==> config.mk <==
export PLATFORM = sky130hd
export DESIGN_NAME = uncached_mem_ctrl
export DESIGN_NICKNAME = d
export VERILOG_FILES = /design/src/rtl/uncached_mem_ctrl.sv
export SDC_FILE = /design/constraint.sdc
export NUM_CORES = 1
export LEC_CHECK = 0
export CORE_MARGIN = 4
export CORE_UTILIZATION = 25
export CTS_CLUSTER_DIAMETER = 100
export DETAILED_ROUTE_END_ITERATION = 16
export MAX_ROUTING_LAYER = met4
export PLACE_DENSITY = 0.5
export SYNTH_ARGS = -nofsm -noshare
export SYNTH_HDL_FRONTEND = slang
export SYNTH_SLANG_ARGS = --single-unit
export TNS_END_PERCENT = 1
==> constraint.sdc <==
create_clock -name clk -period 5 [get_ports clk]
set_input_delay 1.25 -clock clk [delete_from_list [all_inputs] [get_ports clk]]
set_output_delay 1.25 -clock clk [all_outputs]
set_load 0.05 [all_outputs]
==> src/rtl/uncached_mem_ctrl.sv <==
`default_nettype none
// ============================================================================
// Module   : uncached_mem_ctrl
// Purpose  : Uncached load/store sequencer on an addr_ok/data_ok split bus;
//            optional posted write buffer enabled by UNCACHED_WBUF_EN.
// Revision : 1.0
// ============================================================================
module uncached_mem_ctrl #(
  parameter int WBUF_DEPTH = 4
) (
  input  logic        clk,
  input  logic        rst_n,
  input  logic        req_valid,
  input  logic        req_write,
  input  logic [31:0] req_paddr,
  input  logic [3:0]  req_byteenable,
  input  logic [31:0] req_wrdata,
  input  logic        req_flush,
  input  logic        pipe_hold,
  output logic        stall,
  output logic [31:0] rddata,
  output logic        bus_req,
  output logic        bus_wr,
  output logic [31:0] bus_addr,
  output logic [3:0]  bus_be,
  output logic [31:0] bus_wdata,
  input  logic        bus_addr_ok,
  input  logic        bus_data_ok,
  input  logic [31:0] bus_rdata
);

  typedef enum logic [1:0] {
    IDLE = 2'd0,
    ADDR = 2'd1,
    DATA = 2'd2,
    DONE = 2'd3
  } state_t;

  state_t      state;
  logic        drain_op;
  logic        draining_flushed;
  logic        accept_blocking;
  logic        accept_posted;
  logic        issue_drain;
  logic        posted_held;
  logic [31:0] head_addr;
  logic [3:0]  head_be;
  logic [31:0] head_wdata;

  if (WBUF_DEPTH < 2 || (WBUF_DEPTH & (WBUF_DEPTH - 1)) != 0) begin : g_depth_check
    $error("WBUF_DEPTH must be a power of 2 and at least 2");
  end

`ifdef UNCACHED_WBUF_EN
  localparam int PTR_W = $clog2(WBUF_DEPTH);

  logic [31:0]    wb_addr  [WBUF_DEPTH];
  logic [3:0]     wb_be    [WBUF_DEPTH];
  logic [31:0]    wb_wdata [WBUF_DEPTH];
  logic [PTR_W:0] wr_ptr;
  logic [PTR_W:0] rd_ptr;
  logic           wb_empty;
  logic           wb_full;
  logic           wb_pop;

  assign wb_empty = (wr_ptr == rd_ptr);
  assign wb_full  = (wr_ptr[PTR_W] != rd_ptr[PTR_W]) &&
                    (wr_ptr[PTR_W-1:0] == rd_ptr[PTR_W-1:0]);

  // A posted store already pushed but held in the stage must not be pushed twice.
  assign accept_posted   = req_valid & ~req_flush & req_write & ~wb_full &
                           (state != DONE) & ~posted_held;
  // Loads wait for the buffer to empty so they never overtake older stores.
  assign accept_blocking = (state == IDLE) & req_valid & ~req_flush & ~req_write & wb_empty;
  assign issue_drain     = (state == IDLE) & ~wb_empty;
  assign wb_pop          = (state == DATA) & bus_data_ok & drain_op;

  assign head_addr  = wb_addr[rd_ptr[PTR_W-1:0]];
  assign head_be    = wb_be[rd_ptr[PTR_W-1:0]];
  assign head_wdata = wb_wdata[rd_ptr[PTR_W-1:0]];

  always_ff @(posedge clk or negedge rst_n) begin
    if (!rst_n) begin
      wr_ptr      <= '0;
      rd_ptr      <= '0;
      posted_held <= 1'b0;
    end else begin
      if (accept_posted) wr_ptr <= wr_ptr + 1'b1;
      if (wb_pop)        rd_ptr <= rd_ptr + 1'b1;
      posted_held <= (accept_posted | posted_held) & pipe_hold;
    end
  end

  always_ff @(posedge clk) begin
    if (accept_posted) begin
      wb_addr[wr_ptr[PTR_W-1:0]]  <= req_paddr;
      wb_be[wr_ptr[PTR_W-1:0]]    <= req_byteenable;
      wb_wdata[wr_ptr[PTR_W-1:0]] <= req_wrdata;
    end
  end
`else
  assign accept_posted   = 1'b0;
  assign accept_blocking = (state == IDLE) & req_valid & ~req_flush;
  assign issue_drain     = 1'b0;
  assign posted_held     = 1'b0;
  assign head_addr       = '0;
  assign head_be         = '0;
  assign head_wdata      = '0;
`endif

  assign stall = (req_valid & ~req_flush & (state != DONE) & ~accept_posted & ~posted_held) |
                 draining_flushed;

  always_ff @(posedge clk or negedge rst_n) begin
    if (!rst_n) begin
      state            <= IDLE;
      drain_op         <= 1'b0;
      draining_flushed <= 1'b0;
      bus_req          <= 1'b0;
      bus_wr           <= 1'b0;
      bus_addr         <= '0;
      bus_be           <= '0;
      bus_wdata        <= '0;
      rddata           <= '0;
    end else begin
      case (state)
        IDLE: begin
          if (accept_blocking) begin
            state     <= ADDR;
            bus_req   <= 1'b1;
            drain_op  <= 1'b0;
            bus_wr    <= req_write;
            bus_addr  <= req_paddr;
            bus_be    <= req_byteenable;
            bus_wdata <= req_wrdata;
          end else if (issue_drain) begin
            state     <= ADDR;
            bus_req   <= 1'b1;
            drain_op  <= 1'b1;
            bus_wr    <= 1'b1;
            bus_addr  <= head_addr;
            bus_be    <= head_be;
            bus_wdata <= head_wdata;
          end
        end
        ADDR: begin
          if (req_flush && !drain_op) draining_flushed <= 1'b1;
          if (bus_addr_ok) begin
            state   <= DATA;
            bus_req <= 1'b0;
          end
        end
        DATA: begin
          if (bus_data_ok) begin
            draining_flushed <= 1'b0;
            // Killed accesses and buffer drains have no instruction waiting on them.
            if (drain_op || draining_flushed || req_flush) begin
              state <= IDLE;
            end else begin
              state <= DONE;
              if (!bus_wr) rddata <= bus_rdata;
            end
          end else if (req_flush && !drain_op) begin
            draining_flushed <= 1'b1;
          end
        end
        DONE: begin
          if (!pipe_hold) state <= IDLE;
        end
        default: state <= IDLE;
      endcase
    end
  end

endmodule
`default_nettype wire

==> results.json, run 1 <==
{
  "outcome": "complete, no violations",
  "firstDrtPassIters": 3,
  "wl_per_cell_um": 15.8,
  "slew_viol_final": 0,
  "grt_max_degree": 73,
  "critPathCaptureType": "primary output",
  "drc": 0,
  "htree_levels": 3,
  "slew_headroom": 0.264,
  "postSynthCellCount": 245,
  "m1WireLength_mm": 4.58,
  "die_height_um": 138,
  "yosys_register_bits": 105,
  "setup-tns-final_ns": 0,
  "period_share": 0.820,
  "p_leak_nw": 2.87,
  "wl_mm": 10.7,
  "portBuffers": 210,
  "cp.required_ns": 3.75,
  "synthSimpleGateAreaFrac": 0.0153,
  "dpl.hpwl_mm": 7.79,
  "cap_viol_max_count": 0,
  "synth-async-reset-ratio": 1.00,
  "p_clk_frac": 0.123,
  "peakVddDrop_v": 0.000331,
  "arrival_ns": 2.85,
  "power_switching_share": 0.467,
  "ys.flop_type": "dfrtp_1",
  "holdCritPathClass": "reg2reg",
  "antennaDiodeCount": 0,
  "io_pins": 211,
  "cts_root_buf": "clkbuf_16",
  "fmax_ghz": 0.244,
  "whs_ns": 0.504,
  "yosysWarnings": 0,
  "grt_overflow": 0,
  "ant_nets": 0,
  "start_kind": "primary input",
  "clock-sinks": 105,
  "synth_top_family_by_area": "multiplexers",
  "coreArea_um2": 16600,
  "dieArea_um2": 19200,
  "synth-compound-area-share": 0.0200,
  "synth_mux_area_frac": 0.294,
  "areaGrowthSynthToFinish_pct": 58.9,
  "pwr-share-comb": 0.594,
  "synth_area_um2": 4250,
  "highest_layer": "met4",
  "hold_viol": 0,
  "p_seq_frac": 0.283,
  "drive_gt1_frac": 0.263,
  "p_switching_mw": 2.45,
  "syn_area_per_cell_um2": 17.4,
  "grtUsageTotal": 0.116,
  "fin_nets": 569,
  "skew_ns": 0.00534,
  "power-per-cell-area_nw_per_um2": 779,
  "gp_congestion": 0.722,
  "critPathMaxFanout": 3,
  "setup_viol": 0,
  "antenna_found_initial": 0,
  "clock_path_buffers": 2,
  "clkLatencyLatePin_ns": 0.34,
  "synth-seq-area-share": 0.618,
  "start_util": 0.255,
  "period_minus_slack_ns": 4.10,
  "wl_met2_mm": 5.32,
  "synth_edf_count": 0,
  "vias_per_cell": 4.11,
  "rsz0062_at_grt": "no",
  "grt_pass1_wl_mm": 17.1,
  "wl_met3_um": 658,
  "tritoncts": "built",
  "ys_types": 20,
  "vias": 2797,
  "numCtsBuffers": 9,
  "synth_xor_area_frac": 0,
  "worst_slew_pin_slew_ns": 1.10,
  "cts_resized": 0,
  "synth_fa_ha_area_frac": 0.0147,
  "drt_iter0_markers": 50,
  "die_w_um": 138,
  "postCtsHoldBufs": 0,
  "grt_pass1_vias": 3071,
  "power.internal_mw": 2.81,
  "critPathKind": "in2out",
  "clk_pin_slew_ns": 0.06,
  "synth_fp_nets": 358,
  "postCtsSetupBuffers": 0,
  "rows": 47
}
==> Yosys cell counts (all sizes together) (2+ instances only) <==
master  count  area share
buf        11       0.035
ha          5       0.015
a31oi       2      0.0029
inv         3      0.0026
a21oi       5      0.0059
mux2      101        0.29
nor2b       2      0.0029
nor2        2      0.0018
dfrtp     105        0.62
==> registers in the layout, summed over array words and instances, names as in the netlist <==
register	flops
draining_flushed	1
rddata	32
bus_be	4
bus_wr	1
state	2
bus_wdata	32
bus_addr	32
bus_req	1
==> per-layer routing <==
layer  up-vias  GRT usage
met1      1387      0.138
met2       118      0.186
met5         -          -
li1       1280          -
met3        12     0.0390
met4         0     0.0380
==> placed cells by master, fill, tap and decap left out, drive strengths merged, types with 2 or more instances in the layout <==
master         Yosys  final
nor2b              2      2
clkbuf             0     10
ha                 5      5
a21oi              5      5
inv                3      4
dfrtp            105    105
buf               11      2
mux2             101    101
nor2               2      2
a31oi              2      2
clkinv             0      4
clkdlybuf4s50      0    209
==> layout make-up <==
type	count	area [um2]
Fill cell	1534	9890
Sequential cell	105	2630
Timing Repair Buffer	211	2110
Multi-Input combinational cell	126	1470
Tap cell	220	275
Clock buffer	10	229
Clock inverter	5	32.5
Inverter	3	11.3
==> logic make-up (layout without fill, tap and decap cells) <==
logic type / after synthesis / in the layout
muxes: 101 / 101
adders and majority gates: 5 / 5
and+or+nand+nor: 9 / 9
AOI/OAI and AO/OA: 11 / 11
DFF: 105 / 105
buffers and inverters: 14 / 229
==> per-stage QoR <==
step	util	std cells	setup slack (ns)	total power, mW	instance area [um2]
2_1_floorplan	-	245	1.61	3.56	4250
6_report	0.406	680	0.898	5.26	6760
5_1_grt	0.406	680	0.828	5.50	6760
4_1_cts	0.406	680	0.883	5.35	6760
3_5_place_dp	0.390	665	0.885	4.66	6490
3_3_place_gp	0.390	665	0.876	4.64	6490
==> worst paths after layout <==
kind / slack (ns) / endpoint / cells after the start / start
setup / recovery: 0.90 / stall / 4 / req_valid
hold / removal: 0.50 / bus_addr[13] / 1 / bus_addr[13]
setup reg to reg: 2.61 / bus_wdata[23] / 4 / state[0]
hold reg to reg: 0.50 / bus_addr[13] / 1 / bus_addr[13]
max in group asynchronous: 2.90 / draining_flushed / 2 / rst_n
min in group asynchronous: 1.04 / rddata[0] / 1 / rst_n
==> worst max-delay path, stage by stage <==
cell             delay, ns
clkdlybuf4s50_1       0.57
nand2b_4              0.09
o21bai_1              0.12
clkdlybuf4s50_1       0.82
==> power by group through the flow <==
stage / combinational (mW) / sequential [mW] / clock (mW)
floorplan: 0.610 / 2.95 / 0
global placement: 3.15 / 1.49 / 0
detailed placement: 3.16 / 1.50 / 0
CTS: 3.17 / 1.49 / 0.690
global route: 3.25 / 1.54 / 0.708
finish: 3.13 / 1.49 / 0.647
(Power assumes the default switching activity.)
==> run 2: changes to the inputs <==
--- a/config.mk
+++ b/config.mk
@@ -10,7 +10,7 @@
 export CTS_CLUSTER_DIAMETER = 100
 export DETAILED_ROUTE_END_ITERATION = 16
 export MAX_ROUTING_LAYER = met4
-export PLACE_DENSITY = 0.5
+export PLACE_DENSITY = 0.52
 export SYNTH_ARGS = -nofsm -noshare
 export SYNTH_HDL_FRONTEND = slang
 export SYNTH_SLANG_ARGS = --single-unit
==> constraint.sdc (replaced) <==
create_clock -name clk -period 3.5 [get_ports clk]
set_input_delay 0.875 -clock clk [delete_from_list [all_inputs] [get_ports clk]]
set_output_delay 0.875 -clock clk [all_outputs]
set_load 0.05 [all_outputs]
==> results.json, run 2 (same netlist as run 1, synthesis figures left out) <==
{
  "outcome": "complete, no violations",
  "dpl.hpwl_mm": 8.59,
  "areaGrowthSynthToFinish_pct": 61.3,
  "placed_cell_area_um2": 6550,
  "postCtsHoldBufs": 0,
  "grt_max_degree": 54,
  "final_cell_mix": "clkdlybuf4s50_1, dfrtp_1, mux2_2, mux2_4, clkbuf_16",
  "slew_viol_final": 0,
  "holdCritPathClass": "reg2reg",
  "skew_ns": 0.00833,
  "grt_pass1_vias": 3200,
  "worst_slew_pin_slew_ns": 0.718,
  "fin_nets": 572,
  "antenna_found_initial": 0,
  "peakVddDrop_v": 0.000464,
  "arrival_ns": 1.87,
  "drc": 0,
  "start_util": 0.255,
  "vias_per_cell": 4.07,
  "htree_levels": 3,
  "placed_cells": 668,
  "final_common_cell": "clkdlybuf4s50_1",
  "grtUsageTotal": 0.123,
  "setup-tns-final_ns": 0,
  "drive_gt1_frac": 0.274,
  "portBuffers": 210,
  "firstDrtPassIters": 4,
  "clock-sinks": 105,
  "largestRegisters": "bus_addr x32, bus_wdata x32, rddata x32",
  "wl_mm": 11.3,
  "critPathKind": "in2out",
  "numCtsBuffers": 9,
  "start_kind": "primary input",
  "final_util": 0.412,
  "critPathCaptureType": "primary output",
  "io_pins": 211,
  "cts_root_buf": "clkbuf_16",
  "grt_overflow": 0,
  "period_share": 0.785,
  "n_fill_cell": 1564,
  "rsz0062_at_grt": "no",
  "ant_nets": 0,
  "fin_area_um2": 6860,
  "drt_iter0_markers": 50,
  "p_leak_nw": 2.91,
  "power-per-cell-area_nw_per_um2": 1120,
  "dp_slack_ns": 0.712,
  "tritoncts": "built",
  "clk_pin_slew_ns": 0.07,
  "hold_viol": 0,
  "postCtsSetupBuffers": 0,
  "die_height_um": 138,
  "period_minus_slack_ns": 2.75,
  "rows": 47,
  "vias": 2785,
  "grt_pass1_wl_mm": 18.1,
  "cap_viol_max_count": 0,
  "antennaDiodeCount": 0,
  "die_w_um": 138,
  "gp_congestion": 0.733,
  "fmax_ghz": 0.364,
  "cts_resized": 0,
  "clkLatencyLatePin_ns": 0.35,
  "setup_viol": 0,
  "cp.required_ns": 2.62,
  "fin_ws_ns": 0.751,
  "slew_headroom": 0.521,
  "wl_per_cell_um": 16.5,
  "dieArea_um2": 19200,
  "critPathMaxFanout": 3,
  "coreArea_um2": 16600,
  "fin_cells": 684,
  "clock_path_buffers": 2
}
## run 2: changes by cell type in the layout (fill, tap and decap cells not counted), sizes merged
| cell | change |
|---|---|
| clkinvlp | +3 |
| clkbuf | -1 |
| bufinv | +1 |
| buf | +4 |
| clkdlybuf4s50 | -1 |
| clkinv | -1 |
| inv | -1 |
## run 2: layer usage
metal	track usage	vias up	share of wire
li1	-	1282	-
met1	0.138	1384	0.40
met2	0.209	108	0.53
met3	0.0394	11	0.057
met4	0.0359	0	0.011
met5	-	-	0
## run 2: area by class of cell
class	instances	area (um2)	share of cell area
Clock inverter	7	82.6	0.0120
Inverter	3	11.3	0.00164
Timing Repair Buffer	214	2160	0.316
Tap cell	220	275	0.0401
Multi-Input combinational cell	126	1470	0.215
Sequential cell	105	2630	0.383
Clock buffer	9	225	0.0328
## run 2: worst paths after layout
check / startpoint / to / slack [ns] / cells after the start
worst max-delay path: req_valid / stall / 0.75 / 4
max in group asynchronous: rst_n / state[1] / 2.18 / 2
worst min-delay path: bus_wdata[10] / bus_wdata[10] / 0.51 / 1
worst min register to register: bus_wdata[10] / bus_wdata[10] / 0.51 / 1
worst max register to register: state[0] / rddata[15] / 1.49 / 5
min in group asynchronous: rst_n / bus_addr[4] / 0.58 / 1
## run 2: critical path, cell delays in order
cell and delay, ns:
clkdlybuf4s50_1 0.57, nand2b_4 0.09, o21bai_1 0.12, buf_4 0.21
## run 2: stage by stage
step                hold WS, ns  power, mW
finish                    0.506       7.65
CTS                       0.511       7.76
detailed placement        0.491       6.68
global placement          0.486       6.65
global route              0.524       8.01
floorplan                 0.500       5.09
## run 2: where the power goes
part / switching, mW / internal, mW
Clock: 0.468 / 0.561
Combinational: 2.76 / 1.71
Sequential: 0.326 / 1.82
==> run 3: changes to the inputs <==
--- a/config.mk
+++ b/config.mk
@@ -10,7 +10,7 @@
 export CTS_CLUSTER_DIAMETER = 100
 export DETAILED_ROUTE_END_ITERATION = 16
 export MAX_ROUTING_LAYER = met4
-export PLACE_DENSITY = 0.52
+export PLACE_DENSITY = 0.5
 export SYNTH_ARGS = -nofsm -noshare
 export SYNTH_HDL_FRONTEND = slang
 export SYNTH_SLANG_ARGS = --single-unit
==> constraint.sdc (replaced) <==
create_clock -name clk -period 2.7 [get_ports clk]
set_input_delay 0.675 -clock clk [delete_from_list [all_inputs] [get_ports clk]]
set_output_delay 0.675 -clock clk [all_outputs]
set_load 0.05 [all_outputs]
==> results.json, run 3 (same netlist as run 1, synthesis figures left out) <==
{
  "reg2reg_from": "state[0]",
  "fin_cells": 684,
  "final_common_cell": "clkdlybuf4s50_1",
  "drt_iter0_markers": 53,
  "die_height_um": 138,
  "grt_pass1_wl_mm": 17.8,
  "cpPeakStageDelay_ns": 0.58,
  "cpLargestDelayFamily": "buffers and inverters",
  "rows": 47,
  "clk_pin_slew_ns": 0.08,
  "clock-sinks": 105,
  "slew_viol_final": 0,
  "arrival_ns": 1.75,
  "cp.required_ns": 2.03,
  "wl_mm": 11.0,
  "cts_resized": 0,
  "firstDrtPassIters": 4,
  "cap_viol_max_count": 0,
  "drive_gt1_frac": 0.274,
  "grt_max_degree": 67,
  "path_cells": "clkdlybuf4s50_1 > nand2b_4 > o21bai_1 > buf_12",
  "numCtsBuffers": 9,
  "antennaDiodeCount": 0,
  "tritoncts": "built",
  "start_util": 0.255,
  "skew_ns": 0.00485,
  "antenna_found_initial": 0,
  "critPathMaxFanout": 3,
  "outcome": "complete, no violations",
  "postCtsSetupBuffers": 0,
  "final_cell_mix": "clkdlybuf4s50_1, dfrtp_1, mux2_2, mux2_4, clkbuf_16",
  "setup_viol": 0,
  "grt_pass1_vias": 3145,
  "start_kind": "primary input",
  "clock_path_buffers": 2,
  "period_share": 0.897,
  "postCtsHoldBufs": 0,
  "grtUsageTotal": 0.120,
  "wl_per_cell_um": 16.1,
  "grt_overflow": 0,
  "ant_nets": 0,
  "io_pins": 211,
  "period_minus_slack_ns": 2.42,
  "regToRegEndpoint": "bus_wdata[23]",
  "final_util": 0.413,
  "clkLatencyLatePin_ns": 0.34,
  "worst_slew_pin_slew_ns": 0.556,
  "drc": 0,
  "crit_slowest_cell": "clkdlybuf4s50_1",
  "fmax_ghz": 0.413,
  "die_w_um": 138,
  "setup-tns-final_ns": 0,
  "worst-path-buf-inv": 2,
  "peakVddDrop_v": 0.000621,
  "gp_congestion": 0.741,
  "largestRegisters": "bus_addr x32, bus_wdata x32, rddata x32",
  "fin_nets": 572,
  "r2r_cells": 5,
  "placed_cells": 668,
  "p_leak_nw": 2.93,
  "portBuffers": 210,
  "coreArea_um2": 16600,
  "rsz0062_at_grt": "no",
  "holdCritPathClass": "in2async",
  "vias_per_cell": 4.13,
  "n_fill_cell": 1541,
  "areaGrowthSynthToFinish_pct": 61.8,
  "slew_headroom": 0.628,
  "critPathKind": "in2out",
  "dpl.hpwl_mm": 8.14,
  "reg2reg_slack_ns": 0.89,
  "critPathCaptureType": "primary output",
  "hold_viol": 0,
  "dieArea_um2": 19200,
  "finalPower_mw": 9.92,
  "vias": 2828,
  "cts_root_buf": "clkbuf_16",
  "htree_levels": 3,
  "power-per-cell-area_nw_per_um2": 1440
}
run 3: cell count changes in the layout (fill, tap and decap cells not counted):
| cell | change |
|---|---|
| inv_6 | +3 |
| buf_12 | +2 |
| clkinv_8 | -1 |
| buf_4 | -2 |
| clkinvlp_4 | -2 |
run 3: final cells by class:
cell class	count	area [um2]	area share
tap	220	275	0.0400
clock inverter	7	77.6	0.0113
sequential	105	2630	0.382
timing repair buffer	214	2190	0.318
inverter	3	11.3	0.00164
clock buffer	9	225	0.0327
multi-input combinational	126	1470	0.214
run 3: where the power goes:
group / switching, mW / leakage [nW] / internal (mW)
combinational: 3.58 / 1.49 / 2.24
clock: 0.616 / 0.147 / 0.730
sequential: 0.396 / 1.30 / 2.36
total: 4.59 / 2.93 / 5.33
run 3: worst max path at each step:
stage	from	endpoint	cells after the start
2_1_floorplan	req_flush	stall	2
3_3_place_gp	req_valid	stall	4
3_5_place_dp	req_valid	stall	4
4_1_cts	req_valid	stall	4
5_1_grt	req_valid	stall	4
6_report	req_valid	stall	4
run 3: metal layers:
layer,up-vias,wire (um),track usage
met5,-,0,-
met4,0,168,0.0406
met3,11,717,0.0363
met2,115,5400,0.190
met1,1411,4750,0.146
li1,1291,-,-
run 3: metrics by stage:
| step | setup WS (ns) | area (um2) | hold WS (ns) |
|---|---|---|---|
| floorplan | 0.465 | 4250 | 0.379 |
| global placement | 0.272 | 6580 | 0.487 |
| detailed placement | 0.270 | 6580 | 0.491 |
| CTS | 0.269 | 6880 | 0.312 |
| global route | 0.209 | 6880 | 0.338 |
| finish | 0.278 | 6880 | 0.306 |
